## src/rtl/display_pkg.sv

```systemverilog
// Shared types and constants for the seven-segment scan path.
package display_pkg;

  typedef enum logic [1:0] {BLANK0, SHOW0, BLANK1, SHOW1} scan_state_t;

  localparam logic [1:0] AN_OFF  = 2'b11;
  localparam logic [1:0] AN_DIG0 = 2'b10;
  localparam logic [1:0] AN_DIG1 = 2'b01;

  // 2 kHz per digit and a 10 us blank at a 48 MHz core clock
  localparam int DEF_DIV_CYCLES   = 24000;
  localparam int DEF_BLANK_CYCLES = 480;

  function automatic scan_state_t scan_succ(input scan_state_t s);
    case (s)
      BLANK0:  scan_succ = SHOW0;
      SHOW0:   scan_succ = BLANK1;
      BLANK1:  scan_succ = SHOW1;
      default: scan_succ = BLANK0;
    endcase
  endfunction

  function automatic logic [1:0] scan_an(input scan_state_t s);
    case (s)
      SHOW0:   scan_an = AN_DIG0;
      SHOW1:   scan_an = AN_DIG1;
      default: scan_an = AN_OFF;
    endcase
  endfunction

  function automatic logic scan_select(input scan_state_t s);
    scan_select = (s == BLANK1) || (s == SHOW1);
  endfunction

endpackage

```

## src/rtl/display_scan_ctrl.sv

```systemverilog
// Dual-digit scan FSM: select leads each anode turn-on by a full blank dwell.
// Outputs are registered from the next state, so they move on the same edge as the FSM.
module display_scan_ctrl
  import display_pkg::*;
#(
  parameter int DIV_CYCLES   = DEF_DIV_CYCLES,
  parameter int BLANK_CYCLES = DEF_BLANK_CYCLES
) (
  input  logic       clk,
  input  logic       reset,
  input  logic       enable,
  output logic       select,
  output logic [1:0] an,
  output logic       frame
);

  localparam int MAX_N = (DIV_CYCLES > BLANK_CYCLES) ? DIV_CYCLES : BLANK_CYCLES;
  localparam int CW    = (MAX_N > 1) ? $clog2(MAX_N) : 1;

  localparam logic [CW-1:0] DIV_LAST   = CW'(DIV_CYCLES - 1);
  localparam logic [CW-1:0] BLANK_LAST = CW'(BLANK_CYCLES - 1);

  if (DIV_CYCLES < 1) begin : g_bad_div
    $error("display_scan_ctrl: DIV_CYCLES must be >= 1");
  end
  if (BLANK_CYCLES < 1) begin : g_bad_blank
    $error("display_scan_ctrl: BLANK_CYCLES must be >= 1");
  end

  scan_state_t   state, state_nxt;
  logic [CW-1:0] cnt, cnt_nxt, dwell_last;
  logic          frame_nxt;

  always_comb begin
    dwell_last = ((state == SHOW0) || (state == SHOW1)) ? DIV_LAST : BLANK_LAST;
    state_nxt  = state;
    cnt_nxt    = cnt + 1'b1;
    frame_nxt  = 1'b0;
    if (!enable) begin
      state_nxt = BLANK0;
      cnt_nxt   = '0;
    end else if (cnt == dwell_last) begin
      state_nxt = scan_succ(state);
      cnt_nxt   = '0;
      // only a completed scan pulses frame; restarts from reset/disable do not
      frame_nxt = (state == SHOW1);
    end
  end

  always_ff @(posedge clk) begin
    if (reset) begin
      state  <= BLANK0;
      cnt    <= '0;
      select <= 1'b0;
      an     <= AN_OFF;
      frame  <= 1'b0;
    end else begin
      state  <= state_nxt;
      cnt    <= cnt_nxt;
      select <= scan_select(state_nxt);
      an     <= scan_an(state_nxt);
      frame  <= frame_nxt;
    end
  end

endmodule

```

## config.mk

```make
export PLATFORM = sky130hd
export DESIGN_NAME = display_scan_ctrl
export DESIGN_NICKNAME = d
export VERILOG_FILES = /design/src/rtl/display_pkg.sv /design/src/rtl/display_scan_ctrl.sv
export SDC_FILE = /design/constraint.sdc
export NUM_CORES = 1
export LEC_CHECK = 0
export ABC_AREA = 1
export ABC_CLOCK_PERIOD_IN_PS = 2900
export CORE_UTILIZATION = 60
export DETAILED_ROUTE_END_ITERATION = 7
export PLACE_DENSITY = 0.85
export SYNTH_ARGS = -nofsm -noshare
export SYNTH_HDL_FRONTEND = slang
export SYNTH_SLANG_ARGS = --single-unit
```

## constraint.sdc

```tcl
create_clock -name clk -period 2.9 [get_ports clk]
set_input_delay 0.58 -clock clk [delete_from_list [all_inputs] [get_ports clk]]
set_output_delay 0.58 -clock clk [all_outputs]
set_load 0.02 [all_outputs]
```

* Yosys cells after proc, flatten, opt, wreduce, memory -nomap -nowiden *
Index checks and enable logic that the tools add are counted.

storage, ports and cells
  word-level logic and storage cells = 25
  latch bits = 0
  input port bits = 3
  bits in registers = 21
  bits in read-only memories = 0
  output and inout port bits = 4
  memories kept = 0
  memory bits (writable) = 0

operators by class
  multiply operators = 0
  muxes and demuxes = 5
  reductions and logical operators = 5
  bitwise logic cells = 2
  shift-type cells = 0
  equal/unequal tests = 7
  magnitude comparators = 0
  divide/modulo/power cells = 0
  add/sub/neg operators = 1

operators by type and width
  cell                                                 count
  adder 15 x 1 -> 15 bit, second input constant        1
  equality test 15 bit                                 1
  2-to-1 mux 15 bit                                    1
  equality test 2 bit, second input constant           4
  one-hot mux 2 bit (3 select lines)                   1
  OR reduction 3 bit                                   2
  equality test 2 x 1 -> 1 bit, second input constant  2
  2-to-1 mux 2 bit                                     2
  one-hot mux 2 bit (2 select lines)                   1
  zero test 2 bit                                      1
  logical OR 1 bit                                     2
  inverter 1 bit                                       2

* Depth between registers and ports, before layout *
Gate-level depths: netlist (run 1).

  depth after elaboration = 8
  gate-level depth with buffers = 9

* Worst setup path after synthesis (run 1) *
OpenSTA, ideal clock, no wires.

  path kind = reg-to-reg
  start = register cnt[0]
  end = register cnt[13]
  setup time = 115 ps
  cell stages (with the launch flop) = 8
  clock period less this slack = 1,375 ps
  data arrival time = 1,261 ps
  data required time = 2,785 ps
  setup slack = 1,525 ps
  cell sequence = dfxtp_1 ha_1 nand4_1 nor2_4 nand3_2 nand2_2 buf_6 nor2_1

on the way
  word-level cells in the longest chain between the ends = 2
  elaborated cells on any way between the ends = 3
  classes of those cells = add/sub (1); eq/ne (1); reduce/logical (1)

ends and longest elaborated chain
  item                                                            RTL line                 text
  start: declaration                                              display_scan_ctrl.sv:31  logic [CW-1:0] cnt, cnt_nxt, dwell_last;
  start signal: assignment                                        display_scan_ctrl.sv:59  cnt <= cnt_nxt;
  branches (longest 2 deep; another with adder 15 x 1 -> 15 bit)  n/a

Several ways; the timed one is not identified.
A chain may end at the register's enable or synchronous reset.

* Final worst setup path (run 1) *
  start = register an[0]
  end = output an[0]

RTL lines
  item                      RTL line                 text
  start: declaration        display_scan_ctrl.sv:13  output logic [1:0] an,
  start signal: assignment  display_scan_ctrl.sv:61  an <= scan_an(state_nxt);

No word-level cell between the ends.

==> out/qor.yml, run 1 <==
logic_synthesis:
  netlist_area_um2: 1050
  yosys_register_bits: 21
  ys_warn_count: 0
  yosysTopAreaCell: "sky130_fd_sc_hd__dfxtp_1"
  postSynthNetCount: 151
  asyncSetResetFlopFracSynth_pct: 0
  number_of_distinct_standard_cells_referenced_by_the_synthesized_netlist: 20
  syn_avg_cell_area_um2: 7.26
  yosys.cell_count.top_type: "sky130_fd_sc_hd__nand2_1"
  synth_seq_area_share_pct: 40.2
  synth_largest_type_area_fraction_pct: 40.2
  synth_flop_cell: "sky130_fd_sc_hd__dfxtp_1"
  post_synth_inst_count: 144
  synth_edf_count: 0
  synth_commonest_cells: "31 x sky130_fd_sc_hd__nand2_1, 27 x sky130_fd_sc_hd__nor2_1, 21 x sky130_fd_sc_hd__dfxtp_1"
  synth.area.top_cells: "sky130_fd_sc_hd__dfxtp_1 40%, sky130_fd_sc_hd__nand2_1 11%, sky130_fd_sc_hd__nor2_1 9.7%"
worst_setup_path:
  critical_path.startpoint_type: "flip-flop"
  cpLargestDelayFamily: "buffers and inverters"
  cp_slowest_stage_delay_ns: 0.59
  worst_ep_required_time_ns: 2.32
  timing_worst_setup_path_type: "flip-flop to primary output"
  path_max_fanout: 1
  cp-end-kind: "primary output"
  path_cells: "clkdlybuf4s50_1"
  cp.arrival_ns: 1.22
  worstPathBufferInverterCount: 1
  cp_slowest_cell: "sky130_fd_sc_hd__clkdlybuf4s50_1"
timing:
  setup_tns_final_ns: 0
  rsz0062_at_grt: "false"
  timing.final.hold_violations: 0
  finClkSkew_ns: 0.00193
  timing.final.crit_period_ns: 1.80
  slew_viol_final: 0
  period_utilization_pct: 62.0
  achievable-frequency_mhz: 556
  final-setup-viol-count: 0
  worst_slack_ns: 1.10
  worst_slew_margin_relative_to_its_limit_pct: 81.1
  worst-slew-pin-transition_ns: 0.282
pwr:
  cellLeakagePower_nw: 0.425
  power.clock.fraction_pct: 31.4
  powerDensity_nw_per_um2: 386
  switching_power_mw: 0.0928
  pwr-share-seq_pct: 66.2
  power_switching_share_pct: 21.1
  share_comb_of_total_power_pct: 2.4
  cell_internal_pwr_mw: 0.347
  vdd_ir_drop_max_mv: 0.318
cts:
  cts_setup_buffers: 0
  ctsResizeCount: 0
  clock_tree.buffer_depth: 2
  cts_inserted_buffers: 3
  clk-insertion-delay-late_ns: 0.30
  ctsHtreeMaxLevel: 1
  cts.reportedPaths.clkPinSlew_ns: 0.11
  clock_root_buffer: "sky130_fd_sc_hd__clkbuf_4"
  cts_hold_buffers_added: 0
  clock-sinks: 21
  cts_tree: "yes"
final_layout:
  area.growth.synth_to_final_pct: 9.09
  final_layout_size_suffix_gt1_share_pct: 7.84
  diodes: 0
  num-nets-final: 161
floorplanning:
  ioPinCount: 7
  fp.coreArea_um2: 1560
  initial_utilization_pct: 67.1
  fp.dieW_um: 43.8
  rows: 14
  die_h_um: 43.8
  die_area_um2: 1910
detailed_routing:
  drt_drc_violations_left: 0
  detail_route.first_pass.iterations: 4
  final_antenna_net_count: 0
  detail_route.iter0.violations: 31
  detail_route.vias_per_cell: 5.24
  wl_per_cell_um: 10.9
  detail_route.wirelength_mm: 1.84
  vias: 886
grt:
  grt.overflow.total: 0
  grt.total_usage_pct: 22.7
  first_global_vias: 800
  maximum_number_of_pins_on_one_net_before_global_route_repair: 16
  grt_antenna_before_repair: 0
  grt_first_pass_wirelength_mm: 3.31
place:
  gp_congestion: 0.846
  preCtsSetupSlack_ns: 1.05
  dp_hpwl_mm: 1.40
  port-buffer-count: 6
run:
  max_cap_viol_count: 0
min_path:
  hp-class: "flip-flop to flip-flop"
outcome:
  run_status: "completed"
[cells by family (layout without fill, tap and decap cells)]
| logic type | count (synthesis) | in the layout | share of synthesized area [%] |
|---|---|---|---|
| simple gates | 86 | 86 | 39.5 |
| flops | 21 | 21 | 40.2 |
| buf+inv | 20 | 29 | 7.89 |
| compound gates | 9 | 9 | 4.31 |
| fa+ha+maj | 4 | 4 | 4.78 |
| xor+xnor | 4 | 4 | 3.35 |
[final timing paths]
path,from,to,slack (ns),depth (start not counted)
worst min-delay path,cnt[3]$_SDFF_PP0_,cnt[3]$_SDFF_PP0_,0.50,2
worst max-delay path,an[0]$_SDFF_PP1_,an[0],1.10,1
worst max register to register,cnt[0]$_SDFF_PP0_,cnt[13]$_SDFF_PP0_,1.30,6
worst min register to register,cnt[3]$_SDFF_PP0_,cnt[3]$_SDFF_PP0_,0.50,2
[cell usage in the layout (no fill, tap or decap)]
cell type | synthesis | layout
sky130_fd_sc_hd__nand2_1 | 31 | 31
sky130_fd_sc_hd__nor2_1 | 27 | 27
sky130_fd_sc_hd__dfxtp_1 | 21 | 21
sky130_fd_sc_hd__inv_1 | 19 | 19
sky130_fd_sc_hd__nand3_1 | 10 | 10
sky130_fd_sc_hd__a21oi_1 | 7 | 7
sky130_fd_sc_hd__nand4_1 | 6 | 6
sky130_fd_sc_hd__clkdlybuf4s50_1 | 0 | 6
sky130_fd_sc_hd__ha_1 | 4 | 4
sky130_fd_sc_hd__clkbuf_4 | 0 | 3
sky130_fd_sc_hd__o21ai_0 | 2 | 2
sky130_fd_sc_hd__nand2_2 | 2 | 2
sky130_fd_sc_hd__nor2_4 | 2 | 2
sky130_fd_sc_hd__xnor2_1 | 2 | 2
sky130_fd_sc_hd__nor3_2 | 2 | 2
sky130_fd_sc_hd__or2_0 | 2 | 2
sky130_fd_sc_hd__xor2_1 | 2 | 2
sky130_fd_sc_hd__nand3_2 | 1 | 1
sky130_fd_sc_hd__nor3b_1 | 1 | 1
sky130_fd_sc_hd__nor2_2 | 1 | 1
sky130_fd_sc_hd__nor3_4 | 1 | 1
sky130_fd_sc_hd__clkbuf_1 | 0 | 1
[power by group through the flow]
| stage | logic, mW | registers, mW | clock network [mW] |
|---|---|---|---|
| after detailed placement | 0.0106 | 0.298 | 0 |
| after global placement | 0.0102 | 0.298 | 0 |
| after floorplan | 0.00729 | 0.297 | 0 |
| after CTS | 0.0106 | 0.291 | 0.141 |
| after global routing | 0.0116 | 0.292 | 0.152 |
| final | 0.0105 | 0.291 | 0.138 |
[cell type report]
class | instances | area, um2
multi-input combinational | 103 | 543
sequential | 21 | 420
fill | 123 | 418
inverter | 19 | 71.3
timing repair buffer | 6 | 60.1
clock buffer | 4 | 26.3
tap | 16 | 20.0
[flip-flops by register name, summed over array words and instances, names as in the netlist]
name    cells
an          2
frame       1
cnt        15
state       2
select      1
[per-layer routing]
metal | up-vias | routed length, um | GRT usage, %
met4 | 0 | 27 | 7.50
li1 | 472 | - | -
met3 | 4 | 60 | 3.75
met2 | 15 | 821 | 33.7
met1 | 395 | 926 | 33.4
met5 | - | 0 | 0
[per-stage QoR]
| stage | area, um2 | power (mW) | util [%] | hold WS [ns] | std cells |
|---|---|---|---|---|---|
| after floorplan | 1050 | 0.305 | - | 0.453 | 144 |
| after global placement | 1110 | 0.308 | 71.5 | 0.473 | 165 |
| after detailed placement | 1110 | 0.309 | 71.5 | 0.480 | 165 |
| after CTS | 1140 | 0.443 | 73.2 | 0.500 | 169 |
| after global routing | 1140 | 0.455 | 73.2 | 0.541 | 169 |
| final | 1140 | 0.440 | 73.2 | 0.498 | 169 |
No activity file was read; power rests on OpenSTA's default activity.
==> run 2: changes to the inputs <==
ABC_CLOCK_PERIOD_IN_PS = 1800   (was 2900)
CORE_UTILIZATION = 56   (was 60)
PLACE_DENSITY = 0.8   (was 0.85)
clock period = 1.8 ns   (was 2.9 ns; I/O delays follow)
==> out/qor.yml, run 2 (synthesis gave the netlist of run 1 again) <==
grt:
  grt_first_pass_wirelength_mm: 3.23
  grt_antenna_before_repair: 0
  first_global_vias: 818
  grt.overflow.total: 0
  maximum_number_of_pins_on_one_net_before_global_route_repair: 16
  grt.total_usage_pct: 22.1
pwr:
  cellLeakagePower_nw: 0.433
  finalPower_mw: 0.719
  powerDensity_nw_per_um2: 619
  vdd_ir_drop_max_mv: 0.508
cts:
  cts.reportedPaths.clkPinSlew_ns: 0.12
  cts_setup_buffers: 0
  cts_inserted_buffers: 3
  cts_tree: "yes"
  clock_root_buffer: "sky130_fd_sc_hd__clkbuf_4"
  ctsResizeCount: 0
  cts_hold_buffers_added: 0
  clock_tree.buffer_depth: 2
  clk-insertion-delay-late_ns: 0.31
  ctsHtreeMaxLevel: 1
  clock-sinks: 21
timing:
  worst-slew-pin-transition_ns: 0.275
  finClkSkew_ns: 0.00991
  period_utilization_pct: 89.7
  worst_slew_margin_relative_to_its_limit_pct: 81.6
  timing.final.hold_violations: 0
  timing.final.crit_period_ns: 1.62
  hold_ws_ns: 0.504
  final-setup-viol-count: 0
  rsz0062_at_grt: "false"
  slew_viol_final: 0
  achievable-frequency_mhz: 619
  setup_tns_final_ns: 0
detailed_routing:
  wl_per_cell_um: 10.8
  detail_route.iter0.violations: 22
  final_antenna_net_count: 0
  detail_route.vias_per_cell: 5.00
  drt_drc_violations_left: 0
  detail_route.wirelength_mm: 1.94
  detail_route.first_pass.iterations: 4
  vias: 895
floorplanning:
  die_h_um: 45.2
  ioPinCount: 7
  fp.coreArea_um2: 1750
  fp.dieW_um: 45.2
  initial_utilization_pct: 59.9
  rows: 15
  die_area_um2: 2040
final_layout:
  num-nets-final: 162
  diodes: 0
  largest_registers: "cnt: 15 flops, an: 2 flops, state: 2 flops"
  layout_commonest_cell: "sky130_fd_sc_hd__nand2_1"
  largest_register_ff_count: 15
  max_flop_register: "cnt"
  layout_common_cells: "31 x sky130_fd_sc_hd__nand2_1, 27 x sky130_fd_sc_hd__nor2_1, 21 x sky130_fd_sc_hd__dfxtp_1"
  final_layout_size_suffix_gt1_share_pct: 9.09
  area.growth.synth_to_final_pct: 11.0
place:
  port-buffer-count: 6
  dp_hpwl_mm: 1.54
  gp_congestion: 0.799
worst_setup_path:
  path_cells: "clkdlybuf4s50_1"
  worst_ep_required_time_ns: 1.44
  path_max_fanout: 1
  cpLargestDelayFamily: "buffers and inverters"
  timing_worst_setup_path_type: "flip-flop to primary output"
  cp_slowest_stage_delay_ns: 0.61
  cp-end-kind: "primary output"
  worstPathBufferInverterCount: 1
  critical_path.startpoint_type: "flip-flop"
  cp_slowest_cell: "sky130_fd_sc_hd__clkdlybuf4s50_1"
  cp.arrival_ns: 1.26
outcome:
  run_status: "completed"
run:
  max_cap_viol_count: 0
min_path:
  hp-class: "flip-flop to flip-flop"
[run 2: cell count changes in the layout (fill, tap and decap cells not counted), sizes merged]
cell,change
buf,+1
clkinv,+1
clkbuf,-1
[run 2: per-layer routing]
metal	global-route usage, %	wire, um
met5	0	0
met4	10.9	26
met3	4.80	50
met2	36.5	923
met1	27.0	939
[run 2: where the power goes]
part | switching (mW) | internal (mW) | leakage, nW
registers | 0.00144 | 0.467 | 0.169
clock network | 0.147 | 0.0832 | 0.0177
logic | 0.0125 | 0.00813 | 0.246
[run 2: final cells by class]
class	instances	area (um2)
clock buffers	3	22.5
clock inverters	1	5.00
fillers	158	584
inverters	19	71.3
multi-input cells	103	543
flip-flops and latches	21	420
well taps	25	31.3
repair buffers	7	67.6
[run 2: worst paths after layout]
check                    start                  to  slack, ns  cells past startpoint
max          select$_SDFF_PP0_              select       0.18                      1
min          cnt[3]$_SDFF_PP0_   cnt[3]$_SDFF_PP0_       0.50                      2
max reg2reg  cnt[1]$_SDFF_PP0_  cnt[14]$_SDFF_PP0_       0.30                      6
min reg2reg  cnt[3]$_SDFF_PP0_   cnt[3]$_SDFF_PP0_       0.50                      2
[run 2: per-stage QoR]
step / util [%] / setup slack [ns] / std cells / area, um2
2_1_floorplan: - / 0.425 / 144 / 1050
3_3_place_gp: 64.9 / 0.241 / 175 / 1130
3_5_place_dp: 64.9 / 0.107 / 175 / 1130
4_1_cts: 66.5 / 0.181 / 179 / 1160
5_1_grt: 66.5 / 0.138 / 179 / 1160
6_report: 66.5 / 0.185 / 179 / 1160
